<file path="src/rtl/ts_packet_framer_if.sv">
// Byte-stream bundle between the payload source / TS sink and the packet framer.
// Handshake: a payload byte transfers on a clk edge where in_ready=1 and in_valid=1;
// an output byte is valid in the cycle after an edge with out_en=1 (byte_valid=1).
interface ts_packet_framer_if;
    logic       out_en;
    logic       pkt_avail;
    logic       pusi;
    logic [7:0] in_byte;
    logic       in_valid;
    logic       in_ready;
    logic [7:0] byte_out;
    logic       byte_valid;
    logic       pkt_start;
    logic [3:0] cc_out;
    logic       underrun_err;
    logic [1:0] state_dbg;

    modport master (
        output out_en, pkt_avail, pusi, in_byte, in_valid,
        input  in_ready, byte_out, byte_valid, pkt_start, cc_out, underrun_err, state_dbg
    );

    modport slave (
        input  out_en, pkt_avail, pusi, in_byte, in_valid,
        output in_ready, byte_out, byte_valid, pkt_start, cc_out, underrun_err, state_dbg
    );
endinterface

</file>
<file path="src/rtl/ts_packet_framer.sv">
// MPEG-2 TS transmit framer: wraps a payload byte stream into 188-byte packets
// with a 4-byte header, optionally filling idle slots with null packets.
module ts_packet_framer #(
    parameter logic [12:0] PID         = 13'h0100,
    parameter bit          NULL_INSERT = 1'b1
) (
    input logic             clk,
    input logic             rst,
    ts_packet_framer_if.slave bus
);
    typedef enum logic [1:0] {
        ST_START   = 2'd0,
        ST_HDR     = 2'd1,
        ST_PAYLOAD = 2'd2
    } state_t;

    state_t     state_q, state_d;
    logic [7:0] idx_q, idx_d;
    logic       is_data_q, is_data_d;
    logic       pusi_q, pusi_d;
    logic [3:0] cc_q, cc_d;
    logic [3:0] cc_out_q, cc_out_d;
    logic [7:0] byte_out_q, byte_out_d;
    logic       byte_valid_q, byte_valid_d;
    logic       pkt_start_q, pkt_start_d;
    logic       underrun_q, underrun_d;

    always_ff @(posedge clk or negedge rst) begin
        if (!rst) begin
            state_q      <= ST_START;
            idx_q        <= 8'd0;
            is_data_q    <= 1'b0;
            pusi_q       <= 1'b0;
            cc_q         <= 4'd0;
            cc_out_q     <= 4'd0;
            byte_out_q   <= 8'h00;
            byte_valid_q <= 1'b0;
            pkt_start_q  <= 1'b0;
            underrun_q   <= 1'b0;
        end else begin
            state_q      <= state_d;
            idx_q        <= idx_d;
            is_data_q    <= is_data_d;
            pusi_q       <= pusi_d;
            cc_q         <= cc_d;
            cc_out_q     <= cc_out_d;
            byte_out_q   <= byte_out_d;
            byte_valid_q <= byte_valid_d;
            pkt_start_q  <= pkt_start_d;
            underrun_q   <= underrun_d;
        end
    end

    always_comb begin
        state_d      = state_q;
        idx_d        = idx_q;
        is_data_d    = is_data_q;
        pusi_d       = pusi_q;
        cc_d         = cc_q;
        cc_out_d     = cc_out_q;
        byte_out_d   = byte_out_q;
        byte_valid_d = 1'b0;
        pkt_start_d  = 1'b0;
        underrun_d   = underrun_q;
        if (bus.out_en) begin
            unique case (state_q)
                ST_START: begin
                    // Without payload and without null insertion the slot stays idle.
                    if (bus.pkt_avail || NULL_INSERT) begin
                        is_data_d    = bus.pkt_avail;
                        pusi_d       = bus.pkt_avail & bus.pusi;
                        byte_out_d   = 8'h47;
                        byte_valid_d = 1'b1;
                        pkt_start_d  = 1'b1;
                        idx_d        = 8'd1;
                        state_d      = ST_HDR;
                    end
                end
                ST_HDR: begin
                    byte_valid_d = 1'b1;
                    idx_d        = idx_q + 8'd1;
                    case (idx_q[1:0])
                        2'd1:    byte_out_d = is_data_q ? {1'b0, pusi_q, 1'b0, PID[12:8]} : 8'h1F;
                        2'd2:    byte_out_d = is_data_q ? PID[7:0] : 8'hFF;
                        default: begin
                            state_d = ST_PAYLOAD;
                            if (is_data_q) begin
                                byte_out_d = {4'b0001, cc_q};
                                cc_out_d   = cc_q;
                                cc_d       = cc_q + 4'd1;
                            end else begin
                                byte_out_d = 8'h10;
                            end
                        end
                    endcase
                end
                ST_PAYLOAD: begin
                    byte_valid_d = 1'b1;
                    if (!is_data_q) begin
                        byte_out_d = 8'hFF;
                    end else if (bus.in_valid) begin
                        byte_out_d = bus.in_byte;
                    end else begin
                        // Stuff 0xFF so the packet keeps its full length.
                        byte_out_d = 8'hFF;
                        underrun_d = 1'b1;
                    end
                    if (idx_q == 8'd187) begin
                        idx_d   = 8'd0;
                        state_d = ST_START;
                    end else begin
                        idx_d = idx_q + 8'd1;
                    end
                end
                default: begin
                    idx_d   = 8'd0;
                    state_d = ST_START;
                end
            endcase
        end
    end

    assign bus.in_ready     = bus.out_en & (state_q == ST_PAYLOAD) & is_data_q;
    assign bus.byte_out     = byte_out_q;
    assign bus.byte_valid   = byte_valid_q;
    assign bus.pkt_start    = pkt_start_q;
    assign bus.cc_out       = cc_out_q;
    assign bus.underrun_err = underrun_q;
    assign bus.state_dbg    = state_q;
endmodule

</file>
<file path="src/flat_wrapper.sv">
// flat-port wrapper written by rule: the top's interface ports become plain ports
module ts_packet_framer_flat 
#(
    parameter logic [12:0] PID         = 13'h0100,
    parameter bit          NULL_INSERT = 1'b1
)
  (clk, rst, bus_out_en, bus_pkt_avail, bus_pusi, bus_in_byte, bus_in_valid, bus_in_ready, bus_byte_out, bus_byte_valid, bus_pkt_start, bus_cc_out, bus_underrun_err, bus_state_dbg);
  ts_packet_framer_if bus_i ();
  input logic clk;
  input logic rst;
  input wire logic [$bits(bus_i.out_en)-1:0] bus_out_en;
  input wire logic [$bits(bus_i.pkt_avail)-1:0] bus_pkt_avail;
  input wire logic [$bits(bus_i.pusi)-1:0] bus_pusi;
  input wire logic [$bits(bus_i.in_byte)-1:0] bus_in_byte;
  input wire logic [$bits(bus_i.in_valid)-1:0] bus_in_valid;
  output wire logic [$bits(bus_i.in_ready)-1:0] bus_in_ready;
  output wire logic [$bits(bus_i.byte_out)-1:0] bus_byte_out;
  output wire logic [$bits(bus_i.byte_valid)-1:0] bus_byte_valid;
  output wire logic [$bits(bus_i.pkt_start)-1:0] bus_pkt_start;
  output wire logic [$bits(bus_i.cc_out)-1:0] bus_cc_out;
  output wire logic [$bits(bus_i.underrun_err)-1:0] bus_underrun_err;
  output wire logic [$bits(bus_i.state_dbg)-1:0] bus_state_dbg;
  assign bus_i.out_en = bus_out_en;
  assign bus_i.pkt_avail = bus_pkt_avail;
  assign bus_i.pusi = bus_pusi;
  assign bus_i.in_byte = bus_in_byte;
  assign bus_i.in_valid = bus_in_valid;
  assign bus_in_ready = bus_i.in_ready;
  assign bus_byte_out = bus_i.byte_out;
  assign bus_byte_valid = bus_i.byte_valid;
  assign bus_pkt_start = bus_i.pkt_start;
  assign bus_cc_out = bus_i.cc_out;
  assign bus_underrun_err = bus_i.underrun_err;
  assign bus_state_dbg = bus_i.state_dbg;
  ts_packet_framer #(.PID(PID), .NULL_INSERT(NULL_INSERT)) u_core (.clk(clk), .rst(rst), .bus(bus_i));
endmodule
</file>
<file path="config.mk">
export PLATFORM = sky130hd
export DESIGN_NAME = ts_packet_framer_flat
export DESIGN_NICKNAME = d
export VERILOG_FILES = /design/src/rtl/ts_packet_framer_if.sv /design/src/rtl/ts_packet_framer.sv /design/src/flat_wrapper.sv
export SDC_FILE = /design/constraint.sdc
export NUM_CORES = 1
export LEC_CHECK = 0
export BUFFER_PORTS_ARGS = -buffer_cell sky130_fd_sc_hd__clkbuf_2
export CAP_MARGIN = 20
export CORE_MARGIN = 4
export CORE_UTILIZATION = 46
export CTS_CLUSTER_DIAMETER = 200
export DETAILED_ROUTE_END_ITERATION = 6
export PLACE_DENSITY = 0.69
export SLEW_MARGIN = 20
export SYNTH_ARGS = -nofsm -noshare
export SYNTH_HDL_FRONTEND = slang
export SYNTH_SLANG_ARGS = --single-unit
</file>
<file path="constraint.sdc">
create_clock -name clk -period 2.4 [get_ports clk]
set_input_delay 0.48 -clock clk [delete_from_list [all_inputs] [get_ports clk]]
set_output_delay 0.48 -clock clk [all_outputs]
set_load 0.02 [all_outputs]
</file>
==> flow_summary_export.csv <==
group,metric,value,unit
layout,syn_to_final_growth,15.6,%
timing,slew_headroom,48.3,%
placed_design,gp_routability_congestion,0.850,
power_and_ir_drop,static-leakage-power,0.915,nW
logic_synthesis,synth-warning-count,0,
detailed_routing,antenna_violating_nets_post_route,0,
logic_synthesis,synthesis.instances,155,
grt,first_global_vias,1339,
clock_tree,cts-root-to-sink-buffers,2,
layout,total_number_of_nets_in_the_final_design,210,
logic_synthesis,synth-seq-cells,31,
grt,grt_antenna_before_repair,0,
floorplan,pin_count,32,
timing,hold_viol,0,
grt,wire_length_of_the_first_global_routing_pass,6170,µm
layout,layout-drive-gt1-share,27.7,%
floorplan,floorplan_row_count,21,
layout,final-instance-count-excl-fill,234,
setup_path,path_class,"reg2out",
layout,antenna_cells,0,
setup_path,crit_fanout,10,
detailed_routing,route.final.wire_length,3360,µm
logic_synthesis,synth_nets,178,
logic_synthesis,synth_sequential_area_ratio,48.0,%
grt,grt.total_usage,17.8,%
timing,period_needed,2160,ps
timing,final_critical_path_setup_slack,242,ps
clock_tree,clock_sink_count,31,
placed_design,placed_cells,226,
logic_synthesis,count_of_different_cell_masters_after_synthesis,43,
detailed_routing,total_via_count_in_the_routed_design,1288,
clock_tree,clk_pin_slew_worst_setup_hold_paths,100,ps
placed_design,post-dp-hpwl,2490,µm
setup_path,endpoint_kind,"output port",
logic_synthesis,synthArstFlopShare,100,%
detailed_routing,wire_per_inst,14.3,µm
grt,grt.overflow.total,0,
detailed_routing,drt-initial-drc-count,90,
run_status,outcome,"finished clean",
timing,final_clock_period_utilization_by_the_worst_path,89.9,%
run,drv.max_cap_violation_count,0,
clock_tree,htreeDepth,2,
grt,grt_start_max_net_pins,32,
clock_tree,tritoncts,"built",
setup_path,worst_setup_path_start_kind,"flop",
layout,finalCoreUtilization,55.6,%
detailed_routing,drc,0,
placed_design,placement.io_buffers,31,
floorplan,die_width,67.3,µm
floorplan,design.core.area,3360,µm²
power_and_ir_drop,vdd.ir_drop.worst,0.000529,V
logic_synthesis,post_syn_area,1620,µm²
setup_path,critical_path_arrival,1680,ps
clock_tree,clk_latency,330,ps
floorplan,die_h,67.3,µm
timing,clock-skew-final,8.23,ps
floorplan,start_util,48.1,%
hold_path,worstHoldPathType,"in2async",
timing,fin_max_slew_vios,0,
setup_path,endpoint_required_time_on_the_critical_path,1920,ps
clock_tree,postCtsSetupRepairBufs,0,
clock_tree,cts-hold-fix-buffers,0,
timing,setup_repair_after_global_routing_missed_its_margin,"false",
clock_tree,cts_made_buffers,5,
floorplan,die_area,4530,µm²
detailed_routing,firstDrtPassIters,4,
setup_path,reg2regPathDepth,6,
power_and_ir_drop,cell_pwr_density,1190,nW/µm²
placed_design,dpl_worst_slack,424,ps
detailed_routing,avgViaCountPerCell,5.50,
timing,totalNegativeSetupSlack,0,ps
timing,clock.fmax,0.463,GHz
clock_tree,cts_root_buffer,"clkbuf_4",
timing,worst_slew_pin_slew,776,ps
timing,setup_violations,0,
clock_tree,cts.repair.resized,0,
logic_synthesis,ys_dominant_reg_cell,"dfrtp_1",
logic_synthesis,synthesis.area_per_instance,10.4,µm²
logic_synthesis,number_of_enable_type_register_cells_in_the_synthesized_netlist,0,
-- cell usage in the layout, fill, tap and decap left out, drive strengths merged, types with 3 or more instances in the layout --
master / n
a21o: 3
a21oi: 7
a31oi: 4
and3: 3
clkbuf: 39
dfrtp: 31
ha: 9
inv: 10
mux2: 7
nand2: 16
nand2b: 3
nand3: 5
nor2: 7
o21a: 3
o21ai: 10
-- cell families (layout without fill, tap and decap cells) --
| family | count (synthesis) | in the layout | synth area share [%] |
|---|---|---|---|
| AO/OA/AOI/OAI | 45 | 45 | 20.3 |
| XOR/XNOR | 4 | 4 | 2.17 |
| adder cells (fa/ha/maj) | 9 | 9 | 6.96 |
| buffers and inverters | 17 | 50 | 4.33 |
| flip-flops | 31 | 31 | 48.0 |
| multiplexers | 7 | 7 | 4.87 |
| AND/OR/NAND/NOR | 42 | 42 | 13.5 |
-- registers in the layout, indices dropped and copies added, names as in the netlist --
register	flops
u_core.bus.byte_out	8
u_core.idx_q	8
u_core.bus.cc_out	4
u_core.cc_q	4
u_core.bus.state_dbg	2
u_core.bus.byte_valid	1
u_core.bus.pkt_start	1
u_core.bus.underrun_err	1
u_core.is_data_q	1
u_core.pusi_q	1
-- final cells by class --
cell class              count  area, µm²
well taps                  46       57.6
multi-input cells         107        772
inverters                  11       41.3
fillers                   340       1490
flip-flops and latches     31        776
clock buffers               8       68.8
repair buffers             31        155
-- worst max-delay path, cell delays in order (launching register included) --
cell	delay (ps)
dfrtp_1	430
inv_1	120
ha_1	380
and3_1	250
clkbuf_2	170
-- synthesized netlist by cell type (2+ instances only) --
cell type / n / area share (%)
dfrtp_1: 31 / 48
nand2_1: 16 / 3.7
inv_1: 10 / 2.3
ha_1: 9 / 7.0
o21ai_0: 8 / 2.5
a21oi_1: 7 / 2.2
mux2_2: 7 / 4.9
nor2_1: 7 / 1.6
nand3_1: 5 / 1.5
a31oi_1: 4 / 1.5
a21o_1: 3 / 1.4
and3_1: 3 / 1.2
clkbuf_1: 3 / 0.70
nand2b_1: 3 / 1.2
o21a_1: 3 / 1.4
a21boi_0: 2 / 0.93
a41oi_1: 2 / 1.1
o21ai_2: 2 / 1.1
o31ai_1: 2 / 0.93
o32a_1: 2 / 1.2
or3_1: 2 / 0.77
xnor2_1: 2 / 1.1
xor2_1: 2 / 1.1
-- through the flow --
step	hold slack [ps]	cell area [µm²]	total power, mW
floorplan	184	1620	1.60
global placement	437	1800	1.86
detailed placement	450	1800	1.89
CTS	243	1870	2.25
global route	269	1870	2.42
finish	214	1870	2.23
-- layer usage --
metal  part of all wire (%)  GRT usage (%)
met1                     47           23.5
met2                     47           28.6
met3                    4.9           4.49
met4                    1.1           5.57
met5                      0              0
-- power by group --
part           leakage, nW  switching [mW]  total, mW  internal, mW
clock               0.0386           0.174      0.346         0.172
sequential           0.396           0.166      0.866         0.700
combinational        0.481           0.605       1.02         0.412
-- worst paths after layout --
| path | start | end | slack [ps] |
|---|---|---|---|
| worst min-delay path | rst | u_core.idx_q[1] | 210 |
| worst max register to register | u_core.bus.state_dbg[1] | u_core.idx_q[7] | 380 |
| max in group asynchronous | rst | u_core.cc_q[2] | 1690 |
| worst min register to register | u_core.bus.underrun_err | u_core.bus.underrun_err | 480 |
| worst max-delay path | u_core.bus.state_dbg[0] | bus_in_ready | 240 |
| min in group clk | bus_pusi | u_core.pusi_q | 380 |
(Power assumes the default switching activity.)
